`config.mk`:
```
export PLATFORM = sky130hd
export DESIGN_NAME = alu_ctrl_sequencer
export DESIGN_NICKNAME = d
export VERILOG_FILES = /design/src/rtl/alu_ctrl_sequencer.sv
export SDC_FILE = /design/constraint.sdc
export NUM_CORES = 1
export LEC_CHECK = 0
export ABC_AREA = 1
export CAP_MARGIN = 20
export CORE_UTILIZATION = 53
export DETAILED_ROUTE_END_ITERATION = 10
export PLACE_DENSITY = 0.83
export SLEW_MARGIN = 0
export SYNTH_ARGS = -nofsm -noshare
export SYNTH_HDL_FRONTEND = slang
export SYNTH_SLANG_ARGS = --single-unit
```
`constraint.sdc`:
```
create_clock -name clk -period 4.1 [get_ports clk]
set_input_delay 0.41 -clock clk [delete_from_list [all_inputs] [get_ports clk]]
set_output_delay 0.41 -clock clk [all_outputs]
set_load 0.02 [all_outputs]
```
`src/rtl/alu_ctrl_sequencer.sv`:
```
// ALU control decoder with a small sequencer for multi-cycle RV32M operations.
// Decodes the main-decoder ALUOp plus instruction fields into a 5-bit ALU
// operation code, registers it, and holds it steady (with stall asserted)
// while a multiply or divide unit is working.

module alu_ctrl_sequencer #(
    parameter int M_EXT   = 1,
    parameter int MUL_LAT = 2,
    parameter int DIV_LAT = 33
) (
    input  logic       clk,
    input  logic       reset,
    input  logic       in_valid,
    input  logic       flush,
    input  logic [1:0] alu_op,
    input  logic [2:0] funct3,
    input  logic       funct7_5,
    input  logic       funct7_0,
    input  logic       op_5,
    output logic [4:0] alu_ctrl,
    output logic       ctrl_valid,
    output logic       stall,
    output logic       mdu_done,
    output logic       illegal
);

    localparam logic [4:0] OP_ADD  = 5'd0;
    localparam logic [4:0] OP_SUB  = 5'd1;
    localparam logic [4:0] OP_AND  = 5'd2;
    localparam logic [4:0] OP_OR   = 5'd3;
    localparam logic [4:0] OP_XOR  = 5'd4;
    localparam logic [4:0] OP_SLT  = 5'd5;
    localparam logic [4:0] OP_SLTU = 5'd6;
    localparam logic [4:0] OP_SLL  = 5'd7;
    localparam logic [4:0] OP_SRL  = 5'd8;
    localparam logic [4:0] OP_SRA  = 5'd9;

    // Counter preload: the op occupies LAT cycles, the last one being the done cycle.
    localparam logic [7:0] MUL_CNT = 8'(MUL_LAT - 1);
    localparam logic [7:0] DIV_CNT = 8'(DIV_LAT - 1);

    typedef enum logic {
        IDLE = 1'b0,
        BUSY = 1'b1
    } state_t;

    state_t     state_r;
    state_t     state_nxt_s;
    logic [7:0] cnt_r;
    logic [7:0] cnt_nxt_s;
    logic [4:0] alu_ctrl_r;
    logic [4:0] alu_ctrl_nxt_s;
    logic       ctrl_valid_r;
    logic       ctrl_valid_nxt_s;
    logic       illegal_r;
    logic       illegal_nxt_s;

    logic [4:0] dec_code_s;
    logic       dec_ill_s;
    logic       dec_mdu_s;
    logic       stall_s;
    logic       mdu_done_s;

    // Instruction-field decode into an operation code, illegal flag and multi-cycle flag.
    always_comb begin
        dec_code_s = OP_ADD;
        dec_ill_s  = 1'b0;
        dec_mdu_s  = 1'b0;
        case (alu_op)
            2'b00: dec_code_s = OP_ADD;
            2'b01: dec_code_s = OP_SUB;
            2'b11: begin
                case (funct3)
                    3'b000, 3'b001: dec_code_s = OP_SUB;
                    3'b100, 3'b101: dec_code_s = OP_SLT;
                    3'b110, 3'b111: dec_code_s = OP_SLTU;
                    default: begin
                        // funct3 010/011 are not branch encodings
                        dec_code_s = OP_ADD;
                        dec_ill_s  = 1'b1;
                    end
                endcase
            end
            2'b10: begin
                if (op_5 && funct7_0) begin
                    if (M_EXT != 0) begin
                        // MUL..REMU occupy codes 16..23 in funct3 order
                        dec_code_s = {2'b10, funct3};
                        dec_mdu_s  = 1'b1;
                    end else begin
                        dec_code_s = OP_ADD;
                        dec_ill_s  = 1'b1;
                    end
                end else begin
                    case (funct3)
                        3'b000: begin
                            if (op_5 && funct7_5) begin
                                dec_code_s = OP_SUB;
                            end else begin
                                dec_code_s = OP_ADD;
                            end
                        end
                        3'b001: dec_code_s = OP_SLL;
                        3'b010: dec_code_s = OP_SLT;
                        3'b011: dec_code_s = OP_SLTU;
                        3'b100: dec_code_s = OP_XOR;
                        3'b101: begin
                            if (funct7_5) begin
                                dec_code_s = OP_SRA;
                            end else begin
                                dec_code_s = OP_SRL;
                            end
                        end
                        3'b110: dec_code_s = OP_OR;
                        3'b111: dec_code_s = OP_AND;
                        default: dec_code_s = OP_ADD;
                    endcase
                end
            end
            default: dec_code_s = OP_ADD;
        endcase
    end

    // Handshake outputs derived purely from the registered state and counter.
    always_comb begin
        stall_s    = 1'b0;
        mdu_done_s = 1'b0;
        case (state_r)
            BUSY: begin
                stall_s    = (cnt_r != 8'd0);
                mdu_done_s = (cnt_r == 8'd0);
            end
            IDLE: begin
                stall_s    = 1'b0;
                mdu_done_s = 1'b0;
            end
            default: begin
                stall_s    = 1'b0;
                mdu_done_s = 1'b0;
            end
        endcase
    end

    // Next-state: flush beats a new request; a request is taken whenever stall is low.
    always_comb begin
        state_nxt_s      = state_r;
        cnt_nxt_s        = cnt_r;
        alu_ctrl_nxt_s   = alu_ctrl_r;
        ctrl_valid_nxt_s = ctrl_valid_r;
        illegal_nxt_s    = illegal_r;
        if (flush) begin
            state_nxt_s      = IDLE;
            cnt_nxt_s        = 8'd0;
            alu_ctrl_nxt_s   = OP_ADD;
            ctrl_valid_nxt_s = 1'b0;
            illegal_nxt_s    = 1'b0;
        end else if (in_valid && !stall_s) begin
            alu_ctrl_nxt_s   = dec_code_s;
            illegal_nxt_s    = dec_ill_s;
            ctrl_valid_nxt_s = 1'b1;
            if (dec_mdu_s) begin
                state_nxt_s = BUSY;
                cnt_nxt_s   = funct3[2] ? DIV_CNT : MUL_CNT;
            end else begin
                state_nxt_s = IDLE;
                cnt_nxt_s   = 8'd0;
            end
        end else begin
            case (state_r)
                BUSY: begin
                    if (cnt_r != 8'd0) begin
                        cnt_nxt_s = cnt_r - 8'd1;
                    end else begin
                        // done cycle with no follow-on request: drop back to idle
                        state_nxt_s      = IDLE;
                        ctrl_valid_nxt_s = 1'b0;
                        illegal_nxt_s    = 1'b0;
                    end
                end
                IDLE: begin
                    ctrl_valid_nxt_s = 1'b0;
                    illegal_nxt_s    = 1'b0;
                end
                default: begin
                    state_nxt_s      = IDLE;
                    cnt_nxt_s        = 8'd0;
                    ctrl_valid_nxt_s = 1'b0;
                    illegal_nxt_s    = 1'b0;
                end
            endcase
        end
    end

    // State, counter and registered decode outputs; reset overrides everything.
    always_ff @(posedge clk) begin
        if (reset) begin
            state_r      <= IDLE;
            cnt_r        <= 8'd0;
            alu_ctrl_r   <= OP_ADD;
            ctrl_valid_r <= 1'b0;
            illegal_r    <= 1'b0;
        end else begin
            state_r      <= state_nxt_s;
            cnt_r        <= cnt_nxt_s;
            alu_ctrl_r   <= alu_ctrl_nxt_s;
            ctrl_valid_r <= ctrl_valid_nxt_s;
            illegal_r    <= illegal_nxt_s;
        end
    end

    assign alu_ctrl   = alu_ctrl_r;
    assign ctrl_valid = ctrl_valid_r;
    assign illegal    = illegal_r;
    assign stall      = stall_s;
    assign mdu_done   = mdu_done_s;

endmodule
```
==> run summary, run 1 <==
Status = finished clean
Core Footprint = 1727 µm²
Ys flop type = dfxtp_1
Kind of start point of the critical path = flip-flop
Seq cells post-synth = 16
Critical path peak fanout = 8
Routability Congestion = 0.8718
Area leader, netlist = dfxtp_1
DP HPWL = 1752 µm
Fin nets = 186
Actual slew at the worst max-slew pin = 812.2 ps
Largest net degree at the start of global routing = 15
Post-synth top area share = 0.3249
Global-route wire length before repair = 3539 µm
Fmax = 419.2 MHz
Critical-path cell list = inv_1 -> ha_1 -> nand2_2 -> nor2_2 -> nor2_4 -> clkdlybuf4s50_1
Post-layout minimum cycle time = 2385 ps
CTS tree = done
Antenna cells = 0
Gr usage total = 0.2381
CP max stage delay = 650 ps
Most frequent cells after synthesis = nand2_1 (34), inv_1 (22), dfxtp_1 (16), nand3_1 (16), nor2_1 (14)
WHS = 456.9 ps
Final setup violation count = 0
Post-Syn Area = 985.9 µm²
VDD IR max = 169.3 µV
First-pass iteration count of the detailed router = 4
Die Span Y = 45.13 µm
Overall power = 0.0003203 W
Crit share post-route = 0.5818
Max Cap Viol = 0
Register area share after synthesis = 0.3249
Vias in the first global route = 877
Initial Utilization = 0.5710
Share of cells above drive strength 1 = 0.1228
Routed WL per cell = 11.22 µm
Number of setup buffers added after CTS = 0
Vias/cell = 5.082
Area of the multi-input gates = 570.5 µm²
Unrepaired setup endpoints after global routing = no
CTS buffer count = 3
EDFF count, synth = 0
Area contributors post-synth = dfxtp_1 (32%), nand2_1 (13%), inv_1 (8.4%)
Most numerous cell in the Yosys netlist = nand2_1
CP required = 3690 ps
PwrDens = 256.2 nW/µm²
Filler cell count = 150
Routed Antenna Nets = 0
Clk slew on worst S/H paths = 100 ps
Slew HR = 0.4565
I/O pin cnt = 21
Worst Path Class, Setup = reg2out
Post-synth net total = 162
Worst-Skew Late Latency = 300 ps
Crit end category = primary output
Std cell rows = 15
Routed vias = 996
Synth Instances = 148
Clk buf depth = 2
Netlist cell types = 23
Warnings, synthesis = 0
Initial detailed-routing violation count = 25
DRC Markers = 0
Reg area = 320.3 µm²
Area grow syn2layout = 26.78%
Pins Over Slew Limit = 0
Grt total ovfl = 0
Clock skew = 2.051 ps
CTS root buffer = clkbuf_4
Hold_buf cts = 0
Cts repair resizes = 0
CP arrival = 1980 ps
TNS Setup = 0 ps
Syn avg cell area = 6.662 µm²
Initial antenna violation count = 0
Hold Fails Final Rpt = 0
Die area = 2037 µm²
Clock sinks = 16
FFs w/ async S/R, synth = 0
Port bufs = 20
Worst min path class = reg2reg
Htree depth = 1
Drt total wl = 2200 µm
Slowest cell on the critical path = clkdlybuf4s50_1
Static Leak = 0.5365 nW
DIE WIDTH = 45.13 µm
-- cell type report --
class | count | share of cell area
Multi-Input combinational cell | 107 | 0.4565
Sequential cell | 16 | 0.2563
Timing Repair Buffer | 20 | 0.1602
Inverter | 24 | 0.07307
Clock buffer | 4 | 0.02903
Tap cell | 25 | 0.02503
-- placed cells by master, fill, tap and decap left out --
master / n
clkbuf_8: 1
a21oi_2: 2
nor2_4: 5
o21ai_0: 11
inv_2: 1
nand4_1: 3
nor2_1: 14
xor2_1: 1
o21ai_1: 1
dfxtp_1: 16
nor4_1: 1
a21oi_1: 6
o211ai_1: 1
nand2_2: 2
nand3_1: 16
clkinv_2: 1
nand2_4: 2
nor3_1: 2
o21ai_4: 1
nand2_1: 34
ha_1: 2
clkdlybuf4s50_1: 20
inv_1: 22
clkbuf_4: 3
nor2_2: 3
-- kinds of logic (layout without fill, tap and decap cells) --
group,after synthesis,in the layout,share of synthesized area
AO/OA/AOI/OAI,22,22,0.1333
XOR/XNOR,1,1,0.008885
adder cells (fa/ha/maj),2,2,0.02538
buffers and inverters,25,48,0.09644
flip-flops,16,16,0.3249
AND/OR/NAND/NOR,82,82,0.4112
-- worst paths after layout --
| check | startpoint | endpoint | slack [ps] | depth (start not counted) |
|---|---|---|---|---|
| worst min-delay path | alu_ctrl[3]$_SDFFE_PP0N_ | alu_ctrl[3]$_SDFFE_PP0N_ | 460 | 2 |
| worst max-delay path | cnt_r[0]$_SDFFE_PP0P_ | stall | 1710 | 6 |
| worst max register to register | cnt_r[0]$_SDFFE_PP0P_ | cnt_r[0]$_SDFFE_PP0P_ | 2550 | 8 |
| worst min register to register | alu_ctrl[3]$_SDFFE_PP0N_ | alu_ctrl[3]$_SDFFE_PP0N_ | 460 | 2 |
-- metrics by stage --
step	instances	setup slack, ps	instance area, µm²	utilization
CTS	196	1716	1250	0.7239
global placement	192	2062	1214	0.7029
floorplan	148	2547	985.9	-
finish	196	1715	1250	0.7239
detailed placement	192	1915	1214	0.7029
global route	196	1606	1250	0.7239
-- where the power goes --
part	leakage, nW	internal (W)	total [W]	switching [W]
Sequential	0.130	0.000158	0.000160	0.00000186
Clock	0.0210	0.0000542	0.000109	0.0000544
Combinational	0.386	0.0000227	0.0000519	0.0000293
-- per-layer routing --
metal | part of all wire | routed length (µm) | vias up | track usage
met4 | 0.016 | 36 | 0 | 0.08485
li1 | - | - | 516 | -
met5 | 0 | 0 | - | 0
met3 | 0.034 | 74 | 5 | 0.04800
met1 | 0.45 | 989 | 455 | 0.2910
met2 | 0.50 | 1099 | 20 | 0.4116
-- registers in the layout, indices dropped and copies added (netlist names) --
register and flops:
alu_ctrl 5, state_r 1, ctrl_valid 1, illegal 1, cnt_r 8
-- critical path, delay by kind of cell, from the launching register on --
| family | cells | cell delay [ps] |
|---|---|---|
| adders and majority gates | 1 | 210 |
| buffers and inverters | 2 | 730 |
| DFF | 1 | 330 |
| and+or+nand+nor | 3 | 400 |
(Power assumes the default switching activity.)
==> run 2: changes to the inputs <==
Settings changed: CORE_UTILIZATION 53 to 49, PLACE_DENSITY 0.83 to 0.77.
Clock period 4.1 ns to 2.4 ns, I/O delays scaled along.
==> run summary, run 2 (synthesis results as in run 1) <==
Initial detailed-routing violation count = 21 (was 25)
Hold_sp = alu_ctrl[4]$_SDFFE_PP0N_ (was alu_ctrl[3]$_SDFFE_PP0N_)
Kind of start point of the critical path = flip-flop (unchanged)
Final setup violation count = 0 (unchanged)
Routability Congestion = 0.8968 (was 0.8718)
Status = finished clean (unchanged)
Clk slew on worst S/H paths = 100 ps (about the same)
Largest delay contributor family on the critical path = buffers and inverters (unchanged)
Filler cell count = 166 (was 150)
Worst-Skew Late Latency = 290 ps (was 300 ps)
Worst min path class = reg2reg (unchanged)
Critical R2R Launch = cnt_r[0]$_SDFFE_PP0P_ (unchanged)
Global-route wire length before repair = 3484 µm (was 3539 µm)
Routed Antenna Nets = 0 (unchanged)
Cells on worst reg2reg path = 8 (unchanged)
Crit end category = primary output (unchanged)
Clock skew = 6.212 ps (was 2.051 ps)
Hold Crit Depth = 2 (unchanged)
Vias/cell = 5.051 (was 5.082)
Initial Utilization = 0.5472 (was 0.5710)
Number of setup buffers added after CTS = 0 (unchanged)
Slowest cell on the critical path = clkdlybuf4s50_1 (unchanged)
I/O pin cnt = 21 (unchanged)
DIE WIDTH = 46.86 µm (was 45.13 µm)
CP arrival = 1950 ps (was 1980 ps)
Grt total ovfl = 0 (unchanged)
Share of cells above drive strength 1 = 0.1279 (was 0.1228)
Crit. Startpoint = cnt_r[0]$_SDFFE_PP0P_ (unchanged)
Post-layout minimum cycle time = 2195 ps
Unrepaired setup endpoints after global routing = no (unchanged)
Worst flop-to-flop path endpoint = cnt_r[4]$_SDFFE_PP0P_ (was cnt_r[0]$_SDFFE_PP0P_)
Drt total wl = 2180 µm (was 2200 µm)
Hold_buf cts = 0 (unchanged)
Core Footprint = 1802 µm² (was 1727 µm²)
Reg2Reg Setup Slack = 870 ps (was 2550 ps)
Routed WL per cell = 11.07 µm (was 11.22 µm)
WHS Endpoint = alu_ctrl[4]$_SDFFE_PP0N_ (was alu_ctrl[3]$_SDFFE_PP0N_)
Overall power = 0.0005447 W (was 0.0003203 W)
VDD IR max = 361.8 µV (was 169.3 µV)
DP HPWL = 1702 µm (was 1752 µm)
Fmax = 455.6 MHz
Reg area = 320.3 µm² (unchanged)
Gr usage total = 0.2228 (was 0.2381)
Fin nets = 187 (was 186)
Area grow syn2layout = 27.54% (was 26.78%)
CP bufs+invs = 2 (unchanged)
Htree depth = 1 (unchanged)
First-pass iteration count of the detailed router = 4 (unchanged)
Die Span Y = 46.86 µm (was 45.13 µm)
CP max stage delay = 650 ps (about the same)
Critical path peak fanout = 8 (unchanged)
Critical-path cell list = inv_1 -> ha_1 -> nand2_2 -> nor2_2 -> nor2_4 -> clkdlybuf4s50_1 (unchanged)
Std cell rows = 15 (unchanged)
Max reg flops = 8 (unchanged)
Cts repair resizes = 0 (unchanged)
Crit share post-route = 0.9146
Static Leak = 0.5416 nW (was 0.5365 nW)
CTS buffer count = 3 (unchanged)
Slew HR = 0.7207 (was 0.4565)
Routed vias = 995 (was 996)
CP required = 2160 ps (was 3690 ps)
Die area = 2195 µm² (was 2037 µm²)
Largest net degree at the start of global routing = 10 (was 15)
Actual slew at the worst max-slew pin = 417.4 ps (was 812.2 ps)
Max Cap Viol = 0 (unchanged)
CTS tree = done (unchanged)
CTS root buffer = clkbuf_4 (unchanged)
DRC Markers = 0 (unchanged)
Vias in the first global route = 851 (was 877)
Pins Over Slew Limit = 0 (unchanged)
Worst Path Class, Setup = reg2out (unchanged)
Reg with most FFs = cnt_r (unchanged)
Port bufs = 20 (unchanged)
Area of the multi-input gates = 570.5 µm² (unchanged)
PwrDens = 433.2 nW/µm² (was 256.2 nW/µm²)
Commonest non-fill, non-tap cell in the layout = nand2_1 (unchanged)
Antenna cells = 0 (unchanged)
TNS Setup = 0 ps (unchanged)
Clk buf depth = 2 (unchanged)
Initial antenna violation count = 0 (unchanged)
Clock sinks = 16 (unchanged)
Hold Fails Final Rpt = 0 (unchanged)
Commonest non-fill, non-tap cells in the layout = nand2_1 (34), inv_1 (22), clkdlybuf4s50_1 (20), nand3_1 (16), dfxtp_1 (16) (unchanged)
==> run 2: worst min-delay path: stages (launching register included) <==
cell and delay (ps):
dfxtp_1 330, nand2_1 60, nand2_1 40
==> run 2: final cells by class <==
cell class / count / share of cell area
multi-input cells: 107 / 0.4537
flip-flops and latches: 16 / 0.2547
repair buffers: 21 / 0.1652
inverters: 24 / 0.07264
clock buffers: 4 / 0.02886
well taps: 25 / 0.02488
==> run 2: metal layers <==
metal  vias up  track usage  wire [µm]
li1        523            -          -
met1       442       0.2817       1036
met2        28       0.3778       1046
met3         2      0.02308         78
met4         0       0.1086         19
met5         -            0          0
==> run 2: metrics by stage <==
stage / util / setup WS [ps] / area (µm²) / hold slack, ps / cells
after global placement: 0.6778 / 583.5 / 1221 / 430.5 / 193
after detailed placement: 0.6778 / 523.0 / 1221 / 448.3 / 193
after CTS: 0.6979 / 193.1 / 1257 / 463.6 / 197
after floorplan: - / 1017 / 985.9 / 412.5 / 148
after global routing: 0.6979 / 101.3 / 1257 / 487.0 / 197
final: 0.6979 / 205.1 / 1257 / 460.0 / 197
==> run 2: power breakdown <==
group          switching (W)  total [W]  internal, W
clock network      0.0000896   0.000182    0.0000923
logic              0.0000503  0.0000901    0.0000398
registers         0.00000312   0.000273     0.000270
==> run 2: how the worst max path moves through the flow <==
stage                    end  slack, ps  cells after the start
floorplan           mdu_done       1020                      4
finish                 stall        210                      6
global placement       stall        580                      6
detailed placement     stall        520                      6
CTS                    stall        190                      6
global route           stall        100                      6
